`src/rtl/lemming_world.sv`:
```
// ============================================================================
// Module   : lemming_world
// Brief    : 1-D track environment and protocol checker for a lemming walker.
// Revision : 1.0
// ============================================================================
`default_nettype none

module lemming_world #(
  parameter int unsigned           TRACK_LEN   = 16,
  parameter int unsigned           POS_W       = 4,
  parameter int unsigned           FALL_CYCLES = 3,
  parameter int unsigned           START_POS   = 0,
  parameter logic [TRACK_LEN-1:0]  HOLE_INIT   = '0
) (
  input  logic                 clk,
  input  logic                 areset_n,
  input  logic                 walk_left,
  input  logic                 walk_right,
  input  logic                 aaah,
  input  logic                 step_en,
  input  logic                 cfg_load,
  input  logic [TRACK_LEN-1:0] hole_cfg,
  output logic                 bump_left,
  output logic                 bump_right,
  output logic                 ground,
  output logic [POS_W-1:0]     pos,
  output logic                 falling,
  output logic [7:0]           fall_count,
  output logic                 proto_err
);

  localparam int unsigned    CTR_W      = (FALL_CYCLES > 1) ? $clog2(FALL_CYCLES) : 1;
  localparam logic [CTR_W-1:0] C_LAST_CTR = CTR_W'(FALL_CYCLES - 1);
  localparam logic [POS_W-1:0] C_LAST_POS = POS_W'(TRACK_LEN - 1);
  localparam logic [POS_W-1:0] C_START    = POS_W'(START_POS);

  typedef enum logic [0:0] {
    S_WALK = 1'b0,
    S_FALL = 1'b1
  } state_t;

  state_t               state_q, state_d;
  logic [POS_W-1:0]     pos_q, pos_d;
  logic [TRACK_LEN-1:0] holes_q, holes_d;
  logic [CTR_W-1:0]     fall_ctr_q, fall_ctr_d;
  logic [7:0]           fall_count_q, fall_count_d;
  logic                 proto_err_q, proto_err_d;
  logic                 aaah_alone_q, aaah_alone_d;

  logic w_walking;
  logic w_ground;
  logic w_onehot;

  assign w_walking  = (state_q == S_WALK);
  assign w_ground   = w_walking && !holes_q[pos_q];
  // Exactly one of three set: odd parity, but not all three.
  assign w_onehot   = (walk_left ^ walk_right ^ aaah) && !(walk_left && walk_right && aaah);

  assign ground     = w_ground;
  assign bump_left  = w_walking && walk_left  && (pos_q == '0);
  assign bump_right = w_walking && walk_right && (pos_q == C_LAST_POS);
  assign falling    = (state_q == S_FALL);
  assign pos        = pos_q;
  assign fall_count = fall_count_q;
  assign proto_err  = proto_err_q;

  always_ff @(posedge clk or negedge areset_n) begin
    if (!areset_n) begin
      state_q      <= S_WALK;
      pos_q        <= C_START;
      holes_q      <= HOLE_INIT;
      fall_ctr_q   <= '0;
      fall_count_q <= '0;
      proto_err_q  <= 1'b0;
      aaah_alone_q <= 1'b0;
    end else begin
      state_q      <= state_d;
      pos_q        <= pos_d;
      holes_q      <= holes_d;
      fall_ctr_q   <= fall_ctr_d;
      fall_count_q <= fall_count_d;
      proto_err_q  <= proto_err_d;
      aaah_alone_q <= aaah_alone_d;
    end
  end

  always_comb begin
    state_d      = state_q;
    pos_d        = pos_q;
    holes_d      = holes_q;
    fall_ctr_d   = fall_ctr_q;
    fall_count_d = fall_count_q;

    case (state_q)
      S_WALK: begin
        if (!w_ground) begin
          state_d    = S_FALL;
          fall_ctr_d = '0;
        end else if (step_en) begin
          if (walk_left && (pos_q != '0)) begin
            pos_d = pos_q - POS_W'(1);
          end else if (walk_right && (pos_q != C_LAST_POS)) begin
            pos_d = pos_q + POS_W'(1);
          end
        end
      end
      S_FALL: begin
        if (fall_ctr_q == C_LAST_CTR) begin
          state_d        = S_WALK;
          holes_d[pos_q] = 1'b0;
          if (fall_count_q != 8'hFF) begin
            fall_count_d = fall_count_q + 8'd1;
          end
        end else begin
          fall_ctr_d = fall_ctr_q + CTR_W'(1);
        end
      end
      default: state_d = S_WALK;
    endcase

    // A fresh map overrides the landing clear on the same edge.
    if (cfg_load) begin
      holes_d = hole_cfg;
    end
  end

  // The walker may lag one cycle leaving its fall, so only a second
  // consecutive aaah outside FALL is a violation.
  always_comb begin
    aaah_alone_d = aaah && !falling;
    proto_err_d  = proto_err_q || !w_onehot || (aaah_alone_d && aaah_alone_q);
  end

endmodule

`default_nettype wire

```
`config.mk`:
```
export PLATFORM = sky130hd
export DESIGN_NAME = lemming_world
export DESIGN_NICKNAME = d
export VERILOG_FILES = /design/src/rtl/lemming_world.sv
export SDC_FILE = /design/constraint.sdc
export NUM_CORES = 1
export LEC_CHECK = 0
export BUFFER_PORTS_ARGS = -buffer_cell sky130_fd_sc_hd__clkbuf_2
export CELL_PAD_IN_SITES_DETAIL_PLACEMENT = 1
export CELL_PAD_IN_SITES_GLOBAL_PLACEMENT = 2
export CORE_ASPECT_RATIO = 2
export CORE_MARGIN = 2
export CORE_UTILIZATION = 30
export CTS_BUF_LIST = sky130_fd_sc_hd__clkbuf_4
export CTS_CLUSTER_SIZE = 10
export DETAILED_ROUTE_END_ITERATION = 7
export GPL_TIMING_DRIVEN = 0
export PLACE_DENSITY = 0.84
export SKIP_CTS_REPAIR_TIMING = 1
export SLEW_MARGIN = 20
export SYNTH_ARGS = -nofsm -noshare
export SYNTH_HDL_FRONTEND = slang
export SYNTH_SLANG_ARGS = --single-unit
```
`constraint.sdc`:
```
create_clock -name clk -period 2.68 [get_ports clk]
set_input_delay 0.134 -clock clk [delete_from_list [all_inputs] [get_ports clk]]
set_output_delay 0.134 -clock clk [all_outputs]
set_load 0.01 [all_outputs]
```
### Yosys cells after proc, flatten, opt, wreduce, memory -nomap -nowiden

Index checks and enable logic that the tools add are counted.

* add/sub/neg operators: 4
* $lt $le $gt $ge: 2
* eq/ne operators: 6
* mux-type cells: 15
* bitwise gates (word level): 5
* reductions and logical operators: 28

Operators by type and width (count)
* 16-bit 2-to-1 mux: 3
* 16-bit bitwise AND: 1
* 16-bit NOT: 1
* 1-bit logical AND: 13
* 8-bit by 1-bit adder with 8-bit output (second input constant): 1
* 4-bit 2-to-1 mux: 2
* 8-bit inequality test (second input constant): 1
* 2-bit nonzero test: 3
* 4-bit by 5-bit less-than comparator with 1-bit output (second input constant): 1
* 4-bit by 1-bit adder with 4-bit output (second input constant): 1
* 1-bit binary-select mux with 4-bit select: 1
* 1-bit demux with 4-bit select: 1
* 4-bit equality test (second input constant): 1
* 4-bit by 1-bit greater-or-equal comparator with 1-bit output (second input constant): 1
* 1-bit zero test: 4
* 4-bit zero test: 1
* 1-bit 2-to-1 mux: 4
* 2-bit 2-to-1 mux: 2
* 2-bit inequality test (second input constant): 2
* 4-bit inequality test (second input constant): 1
* 2-bit one-hot mux with 2 select lines: 1
* 2-bit AND reduction: 2
* 4-bit AND reduction: 1
* 4-bit nonzero test: 1
* 8 further kinds: 10

* register bits: 33
* output and inout bits: 17
* word-level logic and storage cells: 67

### Logic depth before layout (Yosys ltp)

* depth in word-level cells: 9
* depth in mapped cells: 8

### Worst setup path after synthesis

OpenSTA, ideal clock, no wires.

* path type: reg2reg
* from: reg pos_q[1] (netlist: pos[1])
* to: reg pos_q[2] (netlist: pos[2])
* setup time: 0.124 ns
* data arrival time: 1.843 ns
* required time: 2.556 ns
* slack: 0.713 ns
* stages on the path, launching flop included: 8
* path buffers: 1
* path through: dfrtp_1 buf_4 o41ai_2 xnor2_1 ha_1 o31ai_1 nand4_1 xnor2_1

* longest elaborated chain between the ends: 5
* elaborated cells between the ends (all ways): 14
* classes of those cells: add/sub: 2; eq/ne: 1; mux: 4; reduce/logical: 7

Ends and longest elaborated chain
* start, declared: line 43 `logic [POS_W-1:0] pos_q, pos_d;`
* start signal, assigned: line 78 `pos_q <= pos_d;`
* 1-bit binary-select mux with 4-bit select: line 55 `assign w_ground = w_walking && !holes_q[pos_q];`
* 1-bit 2-to-1 mux (implied by the code): line 55
* 1-bit zero test: line 55
* 1-bit logical AND: line 55
* 4-bit AND reduction (no source line)

Several ways; a longest one is shown, not always the timed one. The select of a mux whose other input is x is not followed.
A chain may end at the register's enable or synchronous reset.

### Worst setup path in the final report

Same ends and word-level chain as after synthesis.

==> metrics.json <==
{
  "outcome": {"value": "finished, violations left"},
  "violations": {"value": "design-rule violations, negative hold slack"},
  "clock_tree_from_tritoncts": {"value": "yes"},
  "leading_cell_types_in_the_layout_fill_and_taps_excluded": {"value": "sky130_fd_sc_hd__clkbuf_2 (39), sky130_fd_sc_hd__dfrtp_1 (33), sky130_fd_sc_hd__o21ai_0 (32)"},
  "drt-vias-per-instance": {"value": 5.089},
  "worstPathRequired": {"value": 2.91, "unit": "ns"},
  "yosysWarnings": {"value": 0},
  "timing.setup.tns": {"value": 0, "unit": "ns"},
  "numPortBuffers": {"value": 39},
  "final_antenna_net_count": {"value": 0},
  "chip_width": {"value": 58.61, "unit": "um"},
  "synthesized_cell_area": {"value": 1789, "unit": "um2"},
  "area.growth.synth_to_final": {"value": 21.26, "unit": "%"},
  "antenna_cells_inserted": {"value": 0},
  "cts.path.max_buffers": {"value": 2},
  "drt_iter0_markers": {"value": 19},
  "slew_headroom": {"value": 43.64, "unit": "%"},
  "finalCoreUtilization": {"value": 37.68, "unit": "%"},
  "crit_fanout": {"value": 10},
  "worst-endpoint-arrival": {"value": 2.45, "unit": "ns"},
  "synth_enable_flop_cells": {"value": 0},
  "total_die_area": {"value": 6635, "unit": "um2"},
  "cts_buffers": {"value": 5},
  "r2r_start": {"value": "pos[1]"},
  "r2r.worst_path.cells": {"value": 7},
  "groute.usage.overall": {"value": 15.74, "unit": "%"},
  "dr_total_vias": {"value": 1491},
  "pin_count_of_the_biggest_net_entering_global_routing": {"value": 34},
  "post-layout-total-power": {"value": 1932, "unit": "uW"},
  "report.final.setup_viol": {"value": 0},
  "synth.lib_cells_used.distinct": {"value": 41},
  "dominant_combinational_cell_family_by_area_after_synthesis": {"value": "simple AND/OR/NAND/NOR gates"},
  "adder_and_majority_gate_portion_of_the_synthesized_area": {"value": 2.797, "unit": "%"},
  "insertion_delay": {"value": 0.35, "unit": "ns"},
  "synth_cells": {"value": 180},
  "wire_length_of_the_first_global_routing_pass": {"value": 7831, "unit": "um"},
  "core-area": {"value": 5758, "unit": "um2"},
  "detailedPlacementHpwl": {"value": 3652, "unit": "um"},
  "final_common_cell": {"value": "sky130_fd_sc_hd__clkbuf_2"},
  "timing.hold.worst.class": {"value": "in2reg"},
  "post-route-period-util": {"value": 82.70, "unit": "%"},
  "max_cap_violations": {"value": 0},
  "antenna_found_initial": {"value": 0},
  "setup.worst_path.start_class": {"value": "register"},
  "timing.fmax": {"value": 451.2, "unit": "MHz"},
  "worst-r2r-setup-slack": {"value": 0.46, "unit": "ns"},
  "timing.hold.ws": {"value": -0.001223, "unit": "ns"},
  "final_hold_viol_count": {"value": 2},
  "fraction_of_synthesized_area_in_multiplexers": {"value": 6.923, "unit": "%"},
  "xor_xnor_portion_of_the_synthesized_cell_area": {"value": 5.385, "unit": "%"},
  "number_of_drc_violations_after_detailed_routing": {"value": 2},
  "initial_core_util": {"value": 31.07, "unit": "%"},
  "vdd_ir_drop_max": {"value": 0.4743, "unit": "mV"},
  "worstHoldEndpoint": {"value": "holes_q[9]"},
  "yosys_register_bits": {"value": 33},
  "fraction_of_layout_cells_with_a_size_suffix_above_1": {"value": 26.72, "unit": "%"},
  "final.min_clock_period": {"value": 2.216, "unit": "ns"},
  "synth-async-reset-ratio": {"value": 100.0, "unit": "%"},
  "path_class": {"value": "reg2reg"},
  "powerDensity": {"value": 890.6, "unit": "nW/um2"},
  "worst_clock_skew_on_the_final_layout": {"value": 0.01403, "unit": "ns"},
  "synth_simple_gate_area_share": {"value": 21.05, "unit": "%"},
  "power.leakage": {"value": 0.0009849, "unit": "uW"},
  "synthesis.nets": {"value": 207},
  "holdPathStages": {"value": 3},
  "cts.sinks": {"value": 33},
  "finalNetCount": {"value": 259},
  "avgRoutedWirePerCell": {"value": 15.65, "unit": "um"},
  "worst_hold_startpoint": {"value": "hole_cfg[9]"},
  "r2r-end": {"value": "pos[2]"},
  "htree_num_levels": {"value": 2},
  "first_pass_iters": {"value": 6},
  "tightest_slew": {"value": 0.8455, "unit": "ns"},
  "synth_compound_gate_area_share": {"value": 14.34, "unit": "%"},
  "globalRoute.totalOverflow": {"value": 0},
  "i_o_pin_count": {"value": 40},
  "seq_area_frac_synth": {"value": 46.15, "unit": "%"},
  "setup.worst_path.end_class": {"value": "register"},
  "route.final.wire_length": {"value": 4584, "unit": "um"},
  "report.final.slew_viol_count": {"value": 0},
  "gp_routability_congestion": {"value": 0.7741},
  "rows": {"value": 39},
  "setup_repair_after_global_routing_missed_its_margin": {"value": "false"},
  "syn_avg_cell_area": {"value": 9.940, "unit": "um2"},
  "clock_tree.root_cell": {"value": "sky130_fd_sc_hd__clkbuf_4"},
  "synth_flop_cell": {"value": "sky130_fd_sc_hd__dfrtp_1"},
  "grt_pass1_vias": {"value": 1644},
  "clk_pin_slew_worst_setup_hold_paths": {"value": 0.09, "unit": "ns"},
  "fp.dieH": {"value": 113.2, "unit": "um"}
}
-- registers in the layout, indices dropped and copies added, names as in the netlist --
name / flops
aaah_alone_q: 1
fall_count: 8
fall_ctr_q: 2
falling: 1
holes_q: 16
pos: 4
proto_err: 1
-- critical path: stages, from the launching register on --
cell	delay [ns]
sky130_fd_sc_hd__dfrtp_1	0.45
sky130_fd_sc_hd__buf_4	0.21
sky130_fd_sc_hd__o41ai_2	0.56
sky130_fd_sc_hd__xnor2_1	0.12
sky130_fd_sc_hd__ha_1	0.24
sky130_fd_sc_hd__o31ai_1	0.23
sky130_fd_sc_hd__nand4_1	0.14
sky130_fd_sc_hd__xnor2_1	0.15
-- power by group --
part | switching [uW] | internal, uW | leakage [uW]
clock | 166 | 105 | 0.0000292
sequential | 124 | 614 | 0.000406
combinational | 510 | 413 | 0.000550
-- cells in the mapped netlist (2+ instances only) --
| master | count | area share (%) |
|---|---|---|
| sky130_fd_sc_hd__dfrtp_1 | 33 | 46 |
| sky130_fd_sc_hd__o21ai_0 | 32 | 9.0 |
| sky130_fd_sc_hd__nand2_1 | 28 | 5.9 |
| sky130_fd_sc_hd__xnor2_1 | 8 | 3.9 |
| sky130_fd_sc_hd__nand4_1 | 7 | 2.4 |
| sky130_fd_sc_hd__nor2_1 | 7 | 1.5 |
| sky130_fd_sc_hd__mux2i_1 | 6 | 3.4 |
| sky130_fd_sc_hd__clkbuf_1 | 4 | 0.84 |
| sky130_fd_sc_hd__ha_1 | 4 | 2.8 |
| sky130_fd_sc_hd__nor2b_1 | 4 | 1.4 |
| sky130_fd_sc_hd__buf_2 | 3 | 0.84 |
| sky130_fd_sc_hd__xor2_1 | 3 | 1.5 |
| sky130_fd_sc_hd__a211oi_1 | 2 | 0.84 |
| sky130_fd_sc_hd__a21oi_1 | 2 | 0.56 |
| sky130_fd_sc_hd__a22o_1 | 2 | 0.98 |
| sky130_fd_sc_hd__and3_1 | 2 | 0.70 |
| sky130_fd_sc_hd__buf_4 | 2 | 0.84 |
| sky130_fd_sc_hd__mux2_1 | 2 | 1.3 |
| sky130_fd_sc_hd__mux2_4 | 2 | 1.7 |
| sky130_fd_sc_hd__nand2b_1 | 2 | 0.70 |
| sky130_fd_sc_hd__nand3_1 | 2 | 0.56 |
| sky130_fd_sc_hd__nor3_1 | 2 | 0.56 |
| sky130_fd_sc_hd__nor3b_1 | 2 | 0.84 |
| sky130_fd_sc_hd__o22ai_1 | 2 | 0.70 |
-- final cells by class --
class / instances / area, um2
Inverter: 1 / 3.754
Clock inverter: 1 / 3.754
Timing Repair Buffer: 45 / 255.2
Clock buffer: 6 / 45.04
Tap cell: 61 / 76.32
Multi-Input combinational cell: 136 / 903.4
Fill cell: 701 / 3588
Sequential cell: 33 / 825.8
Buffer: 10 / 56.30
-- stage by stage --
step	std cells	area, um2	setup slack [ns]
floorplan	180	1789	0.7132
global placement	280	2061	0.4936
detailed placement	280	2061	0.4531
CTS	287	2110	0.4405
global route	293	2170	0.3410
finish	293	2170	0.4637
-- cell families after synthesis --
group | after synthesis
AO/OA/AOI/OAI | 44
XOR/XNOR | 11
adder cells (fa/ha/maj) | 4
buffers and inverters | 11
flip-flops | 33
multiplexers | 11
AND/OR/NAND/NOR | 66
-- worst max path at each step --
stage | startpoint | endpoint | slack, ns
final | pos[1] | pos[2] | 0.46
after global routing | pos[0] | ground | 0.34
after CTS | pos[0] | ground | 0.44
after detailed placement | pos[1] | pos[2] | 0.45
after global placement | pos[1] | pos[2] | 0.49
after floorplan | pos[1] | pos[2] | 0.71
-- routing by layer --
metal / global-route usage, % / part of all wire (%) / wire length [um]
met1: 16.15 / 36 / 1650
met2: 29.36 / 59 / 2690
met3: 3.543 / 3.4 / 154
met4: 6.364 / 1.9 / 89
met5: 0 / 0 / 0
Power figures use the tool's default switching activity.
